## config.mk

```make
export PLATFORM = sky130hd
export DESIGN_NAME = sound_event_scheduler
export DESIGN_NICKNAME = d
export VERILOG_FILES = /design/src/rtl/sound_pkg.sv /design/src/rtl/sound_note_rom.sv /design/src/rtl/sound_event_scheduler.sv
export SDC_FILE = /design/constraint.sdc
export NUM_CORES = 1
export LEC_CHECK = 0
export CAP_MARGIN = 20
export CORE_ASPECT_RATIO = 1.5
export CORE_MARGIN = 2
export CORE_UTILIZATION = 50
export DETAILED_ROUTE_END_ITERATION = 10
export GPL_TIMING_DRIVEN = 0
export PLACE_DENSITY = 0.67
export SLEW_MARGIN = 10
export SYNTH_ARGS = -nofsm -noshare
export SYNTH_HDL_FRONTEND = slang
export SYNTH_SLANG_ARGS = --single-unit
export TNS_END_PERCENT = 1
```

## constraint.sdc

```tcl
create_clock -name clk -period 7.52 [get_ports clk]
set_input_delay 2.256 -clock clk [delete_from_list [all_inputs] [get_ports clk]]
set_output_delay 2.256 -clock clk [all_outputs]
set_load 0.005 [all_outputs]
```

## src/rtl/sound_pkg.sv

```systemverilog
// sound_pkg: shared types and melody constants for the sound event scheduler
package sound_pkg;

    typedef enum logic [1:0] {
        EVT_LOSE   = 2'd0,
        EVT_WIN    = 2'd1,
        EVT_SPLASH = 2'd2,
        EVT_JUMP   = 2'd3
    } evt_t;

    typedef enum logic [1:0] {
        ST_IDLE = 2'd0,
        ST_NOTE = 2'd1,
        ST_GAP  = 2'd2
    } state_t;

    typedef logic [9:0] freq_t;

    localparam int IDX_W = 2;

    localparam int LOSE_LEN   = 3;
    localparam int WIN_LEN    = 4;
    localparam int SPLASH_LEN = 2;
    localparam int JUMP_LEN   = 1;

    localparam freq_t LOSE_N0   = 10'd800;
    localparam freq_t LOSE_N1   = 10'd600;
    localparam freq_t LOSE_N2   = 10'd400;
    localparam freq_t WIN_N0    = 10'd300;
    localparam freq_t WIN_N1    = 10'd400;
    localparam freq_t WIN_N2    = 10'd500;
    localparam freq_t WIN_N3    = 10'd700;
    localparam freq_t SPLASH_N0 = 10'd900;
    localparam freq_t SPLASH_N1 = 10'd850;
    localparam freq_t JUMP_N0   = 10'd512;

    function automatic int max_int(input int a, input int b);
        return (a > b) ? a : b;
    endfunction

endpackage

```

## src/rtl/sound_note_rom.sv

```systemverilog
// sound_note_rom: combinational melody lookup of (event, note index) to {freq, last_note}
import sound_pkg::*;

module sound_note_rom (
    input  evt_t              evt,
    input  logic [IDX_W-1:0]  idx,
    output freq_t             freq,
    output logic              last
);

    logic [IDX_W-1:0] last_idx;

    // Select the note code and the index of the final note for the chosen melody
    always_comb begin
        freq     = '0;
        last_idx = '0;
        case (evt)
            EVT_LOSE: begin
                last_idx = IDX_W'(LOSE_LEN - 1);
                freq     = (idx == 2'd0) ? LOSE_N0 : (idx == 2'd1) ? LOSE_N1 : (idx == 2'd2) ? LOSE_N2 : '0;
            end
            EVT_WIN: begin
                last_idx = IDX_W'(WIN_LEN - 1);
                freq     = (idx == 2'd0) ? WIN_N0 : (idx == 2'd1) ? WIN_N1 : (idx == 2'd2) ? WIN_N2 : WIN_N3;
            end
            EVT_SPLASH: begin
                last_idx = IDX_W'(SPLASH_LEN - 1);
                freq     = (idx == 2'd0) ? SPLASH_N0 : (idx == 2'd1) ? SPLASH_N1 : '0;
            end
            default: begin
                last_idx = IDX_W'(JUMP_LEN - 1);
                freq     = (idx == 2'd0) ? JUMP_N0 : '0;
            end
        endcase
        last = (idx == last_idx);
    end

endmodule

```

## src/rtl/sound_event_scheduler.sv

```systemverilog
// sound_event_scheduler: latches sound event requests and plays one melody at a time by priority (optional SOUND_MUTE_EN adds a mute input)
import sound_pkg::*;

module sound_event_scheduler #(
    parameter int NOTE_TICKS = 12_500_000,
    parameter int GAP_TICKS  = 2_500_000
) (
    input  logic       clk,
    input  logic       resetN,
`ifdef SOUND_MUTE_EN
    input  logic       mute,
`endif
    input  logic       req_lose,
    input  logic       req_win,
    input  logic       req_splash,
    input  logic       req_jump,
    output logic [9:0] sound_freq,
    output logic       enable_sound,
    output logic       busy,
    output logic [1:0] active_evt,
    output logic       done
);

    localparam int TW = $clog2(max_int(NOTE_TICKS, GAP_TICKS) + 1);

    state_t           state;
    evt_t             active;
    evt_t             gnt;
    evt_t             rom_evt;
    logic [IDX_W-1:0] idx;
    logic [IDX_W-1:0] rom_idx;
    logic [TW-1:0]    timer;
    logic [3:0]       pending;
    logic [3:0]       req;
    logic [3:0]       drop;
    logic [3:0]       clr;
    logic             grant;
    logic             note_end;
    logic             gap_end;
    logic             m;
    freq_t            rom_freq;
    logic             rom_last;

`ifdef SOUND_MUTE_EN
    assign m = mute;
`else
    assign m = 1'b0;
`endif

    assign active_evt = active;
    assign req        = {req_jump, req_splash, req_win, req_lose};
    assign note_end   = (timer == TW'(NOTE_TICKS - 1));
    assign gap_end    = (timer == TW'(GAP_TICKS - 1));

    // Pick the highest-priority pending event and decide whether it starts now (idle) or preempts a strictly lower one
    always_comb begin
        gnt     = pending[0] ? EVT_LOSE : pending[1] ? EVT_WIN : pending[2] ? EVT_SPLASH : EVT_JUMP;
        grant   = (|pending) && (state == ST_IDLE || gnt < active);
        drop    = busy ? (4'b0001 << active) : 4'b0000;
        clr     = grant ? (4'b0001 << gnt) : 4'b0000;
        rom_evt = grant ? gnt : active;
        rom_idx = grant ? '0 : (state == ST_GAP) ? idx + 1'b1 : idx;
    end

    sound_note_rom u_rom (
        .evt  (rom_evt),
        .idx  (rom_idx),
        .freq (rom_freq),
        .last (rom_last)
    );

    // Sequencer: pending latch, note/gap timing, preemption and registered tone outputs
    always_ff @(posedge clk or negedge resetN) begin
        if (!resetN) begin
            state        <= ST_IDLE;
            active       <= EVT_LOSE;
            idx          <= '0;
            timer        <= '0;
            pending      <= '0;
            sound_freq   <= '0;
            enable_sound <= 1'b0;
            busy         <= 1'b0;
            done         <= 1'b0;
        end else begin
            pending <= (pending | (req & ~drop)) & ~clr;
            done    <= 1'b0;
            if (grant) begin
                state        <= ST_NOTE;
                active       <= gnt;
                idx          <= '0;
                timer        <= '0;
                busy         <= 1'b1;
                enable_sound <= !m;
                sound_freq   <= m ? '0 : rom_freq;
            end else begin
                case (state)
                    ST_NOTE: begin
                        if (note_end) begin
                            timer        <= '0;
                            enable_sound <= 1'b0;
                            sound_freq   <= '0;
                            if (rom_last) begin
                                state  <= ST_IDLE;
                                active <= EVT_LOSE;
                                idx    <= '0;
                                busy   <= 1'b0;
                                done   <= 1'b1;
                            end else begin
                                state <= ST_GAP;
                            end
                        end else begin
                            timer        <= timer + 1'b1;
                            enable_sound <= !m;
                            sound_freq   <= m ? '0 : rom_freq;
                        end
                    end
                    ST_GAP: begin
                        if (gap_end) begin
                            state        <= ST_NOTE;
                            idx          <= idx + 1'b1;
                            timer        <= '0;
                            enable_sound <= !m;
                            sound_freq   <= m ? '0 : rom_freq;
                        end else begin
                            timer <= timer + 1'b1;
                        end
                    end
                    default: begin
                        timer <= '0;
                    end
                endcase
            end
        end
    end

endmodule

```

==> out/results.tsv, run 1 <==
metric	value	unit
status	finished, final reports clean	
Via Count	2007	
postcts setup bufs	0	
Worst Skew	0.0147	ns
# DRC	0	
Critical Path Start Type	flip-flop	
worst-margin pin slew	0.762	ns
clock power share	0.171	
pre-CTS setup slack	4.03	ns
antenna viol nets, final	0	
PortBufs	19	
Area Overhead vs Synth	14.6	%
FMAX	285	MHz
sequential fraction of design power	0.353	
maxcap violations	0	
final non-filler cell total	368	
Resize count post-CTS	0	
layout cells sized above 1	0.100	
WL per Instance	14.3	microns
buffers and inverters on the worst path	1	
CP arrival	1.26	ns
P_leak	1.38	nW
synth unique cells	49	
crit-path max cell delay	0.53	ns
Final Setup Violations	0	
clk sinks	46	
yosys warns	0	
clock transition at the registers of the reported paths	0.09	ns
# rows	32	
Internal	0.551	mW
Die Ht	92.6	microns
CTS tree	yes	
total CTS buffers	5	
Post-Syn Area	2620	sq um
H-tree levels	2	
Bufs on Longest Clock Path	2	
sequential area share after synthesis	0.440	
Total GRT Usage	0.200	
number of synthesized flops with an enable pin	0	
Die Span X	63.1	microns
CP Cell Sequence	clkdlybuf4s50_1	
CP max stage cell	clkdlybuf4s50_1	
final WL	5250	microns
commonest non-fill, non-tap cells in the layout	46 x dfrtp_1, 32 x nor2_1, 26 x nand2_1	
Hold Path Class	reg2reg	
Syn Inst Count	272	
gr ovfl total	0	
Pins Over Slew Limit	0	
CTS Root Buffer Type	clkbuf_8	
Fin Hold WS	0.481	ns
Synthesized Nets	292	
Final period util	0.467	
vias in the first global route	2057	
WS Path Type	reg2out	
Crit Path Max Fanout	6	
slew margin rel.	0.487	
DRT Pass-1 Iters	4	
Period minus WS final	3.51	ns
Peak VDD IR	170	uV
commonest non-fill, non-tap cell in the layout	dfrtp_1	
Top FF cell, synth	dfrtp_1	
DRT iter0 DRCs	67	
global-route wire length before repair	9200	microns
P per Cell Area	305	nW/um^2
n_diodes	0	
HPWL Detailed	3950	microns
CP Capture Type	output pin	
initial core utilization	0.514	
number of hold violations in the final report	0	
Logic pwr share	0.476	
CTS Hold Buffers Added	0	
final setup TNS	0	ns
post-layout util	0.589	
Post-synth ARST share	1.00	
worst skew pair latency	0.30	ns
Register-to-Register Setup Slack	4.02	ns
Nets	319	
Core Area	5080	sq um
Placed Instance Area	2910	sq um
Die Area	5840	sq um
Tot Pwr	0.914	mW
initial antenna violation count	0	
largest net degree at the start of global routing	33	
Filler cells	470	
Routability Congestion	0.884	
placed insts	360	
DR vias/cell	5.45	
Sw Share	0.397	
Net Switching	0.363	mW
CP required	5.26	ns
Post-Syn Area per Cell	9.61	sq um
cell family with most CP delay	buffers and inverters	
number of synthesized register bits	46	
RSZ-0062 raised after global routing	false	
fin area	3000	sq um
I/O pin count	21	
setup ws final	4.01	ns
## power by group through the flow
stage               Combinational (mW)  Sequential [mW]  Clock (mW)
floorplan                        0.314            0.321           0
global placement                 0.424            0.326           0
detailed placement               0.437            0.328           0
CTS                              0.438            0.322       0.162
global route                     0.493            0.328       0.170
finish                           0.435            0.322       0.157
## state kept, by name, summed over array words and instances (netlist names)
| signal | flops |
|---|---|
| enable_sound | 1 |
| busy | 1 |
| pending | 4 |
| state | 2 |
| idx | 2 |
| active_evt | 2 |
| done | 1 |
| timer | 24 |
| sound_freq | 9 |
## cells in the mapped netlist, types with 3 or more instances
cell	instances	area share
a21o_1	4	0.011
a21oi_1	7	0.013
a22o_1	8	0.027
and3_1	5	0.012
buf_4	3	0.0086
dfrtp_1	46	0.44
ha_1	14	0.067
inv_1	17	0.024
nand2_1	26	0.037
nand2b_1	5	0.012
nand3_1	12	0.023
nand4_1	6	0.014
nor2_1	32	0.046
o211ai_1	3	0.0086
o21a_1	4	0.011
o21ai_0	12	0.023
xnor2_1	9	0.030
xor2_1	15	0.050
## layout make-up
cell class / instances / area [sq um] / share of cell area
plain buffers: 5 / 32.5 / 0.0109
clock buffers: 7 / 86.3 / 0.0288
clock inverters: 1 / 5.00 / 0.00167
inverters: 17 / 63.8 / 0.0213
multi-input cells: 204 / 1370 / 0.456
flip-flops and latches: 46 / 1150 / 0.384
well taps: 68 / 85.1 / 0.0284
repair buffers: 20 / 205 / 0.0685
## layer usage
layer  part of all wire  wire (microns)  global-route usage
met1               0.40            2090               0.211
met2               0.54            2850               0.371
met3              0.020             107              0.0340
met4              0.037             192               0.106
met5                  0               0                   0
## final timing paths
check,endpoint,start,depth (start not counted)
worst max-delay path,active_evt[0],active_evt[0],1
worst min-delay path,enable_sound,enable_sound,1
worst max register to register,state[1],pending[0],13
worst min register to register,enable_sound,enable_sound,1
max in group asynchronous,timer[12],resetN,2
min in group asynchronous,pending[0],resetN,1
## cell families after synthesis
logic type | Yosys count | synth area share
AO/OA/AOI/OAI | 55 | 0.156
flip-flops | 46 | 0.440
multiplexers | 1 | 0.00383
other | 1 | 0.00143
XOR/XNOR | 24 | 0.0804
AND/OR/NAND/NOR | 109 | 0.214
adder cells (fa/ha/maj) | 14 | 0.0670
buffers and inverters | 22 | 0.0368
No activity file was read; power rests on OpenSTA's default activity.
==> run 2, diff against run 1 <==
--- a/config.mk
+++ b/config.mk
@@ -11,7 +11,7 @@
 export CORE_UTILIZATION = 50
 export DETAILED_ROUTE_END_ITERATION = 10
 export GPL_TIMING_DRIVEN = 0
-export PLACE_DENSITY = 0.67
+export PLACE_DENSITY = 0.7
 export SLEW_MARGIN = 10
 export SYNTH_ARGS = -nofsm -noshare
 export SYNTH_HDL_FRONTEND = slang
==> constraint.sdc (replaced) <==
create_clock -name clk -period 3 [get_ports clk]
set_input_delay 0.9 -clock clk [delete_from_list [all_inputs] [get_ports clk]]
set_output_delay 0.9 -clock clk [all_outputs]
set_load 0.005 [all_outputs]
==> run 2 against run 1 <==
Compared with the run above: sequential power up 150%; clock skew down 0.0037 ns; global-route usage rose by 0.64 points; final cell count up 2.4%; largest cell class unchanged.
==> out/results.tsv, run 2 (synthesized netlist as in run 1, its figures left out) <==
metric	value	unit
status	finished, final reports clean	
CP Capture Type	flip-flop	
HPWL Detailed	3980	microns
vias in the first global route	2149	
Register-to-Register Setup Slack	0.08	ns
WL per Instance	14.7	microns
Sw Share	0.369	
pre-CTS setup slack	-0.261	ns
Pins Over Slew Limit	0	
Most flops, register	timer	
Peak VDD IR	378	uV
slew margin rel.	0.498	
Critical Path Source	pending[1]	
H-tree levels	2	
CP Cell Sequence	nor2_4 -> ha_4 -> inv_1 -> o311a_4 -> o21ai_4 -> buf_6 -> nor3_2 -> a21o_1 -> ha_4 -> or3_4 -> o41ai_2 -> o21ai_1 -> nand3b_1 -> mux2i_1	
FMAX	342	MHz
crit-path max cell delay	0.41	ns
Die Span X	63.1	microns
worst skew pair latency	0.31	ns
setup ws final	0.0789	ns
placed insts	360	
Via Count	2076	
# rows	32	
P_leak	1.46	nW
I/O pin count	21	
CTS Root Buffer Type	clkbuf_8	
biggest regs	timer x24, sound_freq x9, pending x4	
initial core utilization	0.514	
antenna viol nets, final	0	
number of hold violations in the final report	0	
Routability Congestion	0.875	
Fin Hold WS	0.484	ns
Area Overhead vs Synth	22.8	%
FF-to-FF path depth	14	
initial antenna violation count	0	
Placed Instance Area	2920	sq um
global routing usage on met3	0.0352	
clk sinks	46	
hold path depth	1	
Internal	1.73	mW
Die Ht	92.6	microns
Final Setup Violations	0	
maxcap violations	0	
RR Startpoint	pending[1]	
WS Path Type	reg2reg	
Net Switching	1.01	mW
commonest non-fill, non-tap cells in the layout	45 x dfrtp_1, 31 x nor2_1, 26 x nand2_1	
Core Area	5080	sq um
sequential fraction of design power	0.291	
CP arrival	3.16	ns
Reg-to-Reg End	idx[0]	
Bufs on Longest Clock Path	2	
PortBufs	19	
Nets	328	
P per Cell Area	856	nW/um^2
CP required	3.24	ns
DRT Pass-1 Iters	4	
Critical Path Start Type	flip-flop	
DR vias/cell	5.51	
layout cells sized above 1	0.165	
GR peak layer	met2	
Period minus WS final	2.92	ns
worst-margin pin slew	0.746	ns
Crit Path Max Fanout	5	
Worst Skew	0.0110	ns
# DRC	0	
n_diodes	0	
commonest non-fill, non-tap cell in the layout	dfrtp_1	
largest net degree at the start of global routing	30	
clock power share	0.208	
Hold Path Class	reg2reg	
Hold EP	enable_sound	
gr ovfl total	0	
post-layout util	0.631	
CTS Hold Buffers Added	0	
max reg flops	24	
met2 Usage GRT	0.383	
most used cell along the critical path	ha_4	
Total GRT Usage	0.206	
final WL	5550	microns
buffers and inverters on the worst path	2	
Final period util	0.974	
fin area	3210	sq um
min-delay src	enable_sound	
Die Area	5840	sq um
met1 Usage GRT	0.209	
total CTS buffers	5	
Logic pwr share	0.500	
global-route wire length before repair	9380	microns
cell family with most CP delay	compound AO/OA/AOI/OAI gates	
final non-filler cell total	377	
clock transition at the registers of the reported paths	0.09	ns
DRT iter0 DRCs	93	
CTS tree	yes	
CP max stage cell	dfrtp_1	
==> run 2: cell count changes in the layout (fill, tap and decap cells not counted), sizes merged <==
cell,change
buf,+9
bufinv,+2
clkbuf,-1
clkinv,-1
==> run 2: through the flow <==
stage	setup TNS, ns	power [mW]
floorplan	0	1.64
global placement	-12.34	1.93
detailed placement	-1.28	1.96
CTS	0	2.69
global route	-0.107	2.95
finish	0	2.75
==> run 2: final cells by class <==
class	instances	area, sq um
plain buffers	5	45.0
inverters	17	66.3
multi-input cells	204	1450
clock buffers	6	82.6
fillers	453	1870
well taps	68	85.1
flip-flops and latches	46	1150
clock inverters	2	60.1
repair buffers	29	273
==> run 2: how the worst max path moves through the flow <==
| stage | cells after the start | end | slack [ns] |
|---|---|---|---|
| 6_report | 14 | idx[0] | 0.08 |
| 5_1_grt | 14 | sound_freq[9] | -0.04 |
| 4_1_cts | 13 | state[1] | 0.02 |
| 3_5_place_dp | 14 | state[1] | -0.26 |
| 3_3_place_gp | 1 | timer[20] | -0.24 |
| 2_1_floorplan | 14 | state[1] | 0.01 |
==> run 2: worst register-to-register path, stage by stage (launching register included) <==
cell      delay, ns
dfrtp_1        0.41
nor2_4         0.06
ha_4           0.26
inv_1          0.04
o311a_4        0.34
o21ai_4        0.15
buf_6          0.13
nor3_2         0.04
a21o_1         0.24
ha_4           0.27
or3_4          0.36
o41ai_2        0.07
o21ai_1        0.13
nand3b_1       0.15
mux2i_1        0.19
==> run 2: per-layer routing <==
| metal | routed length, microns | vias up |
|---|---|---|
| met2 | 3140 | 36 |
| met1 | 2090 | 1005 |
| li1 | - | 1016 |
| met5 | 0 | - |
| met4 | 211 | 0 |
| met3 | 115 | 19 |
==> run 2: power groups by stage <==
stage / Clock [mW] / Combinational [mW] / Sequential (mW)
2_1_floorplan: 0 / 0.831 / 0.805
4_1_cts: 0.588 / 1.31 / 0.793
3_5_place_dp: 0 / 1.14 / 0.820
5_1_grt: 0.603 / 1.53 / 0.817
3_3_place_gp: 0 / 1.11 / 0.816
6_report: 0.573 / 1.38 / 0.800
==> run 2: repair_timing <==
action	4_1_cts	5_1_grt
resized for setup	9	8
setup buffers	6	3
setup endpoints to repair	8	4
pin swaps	1	7
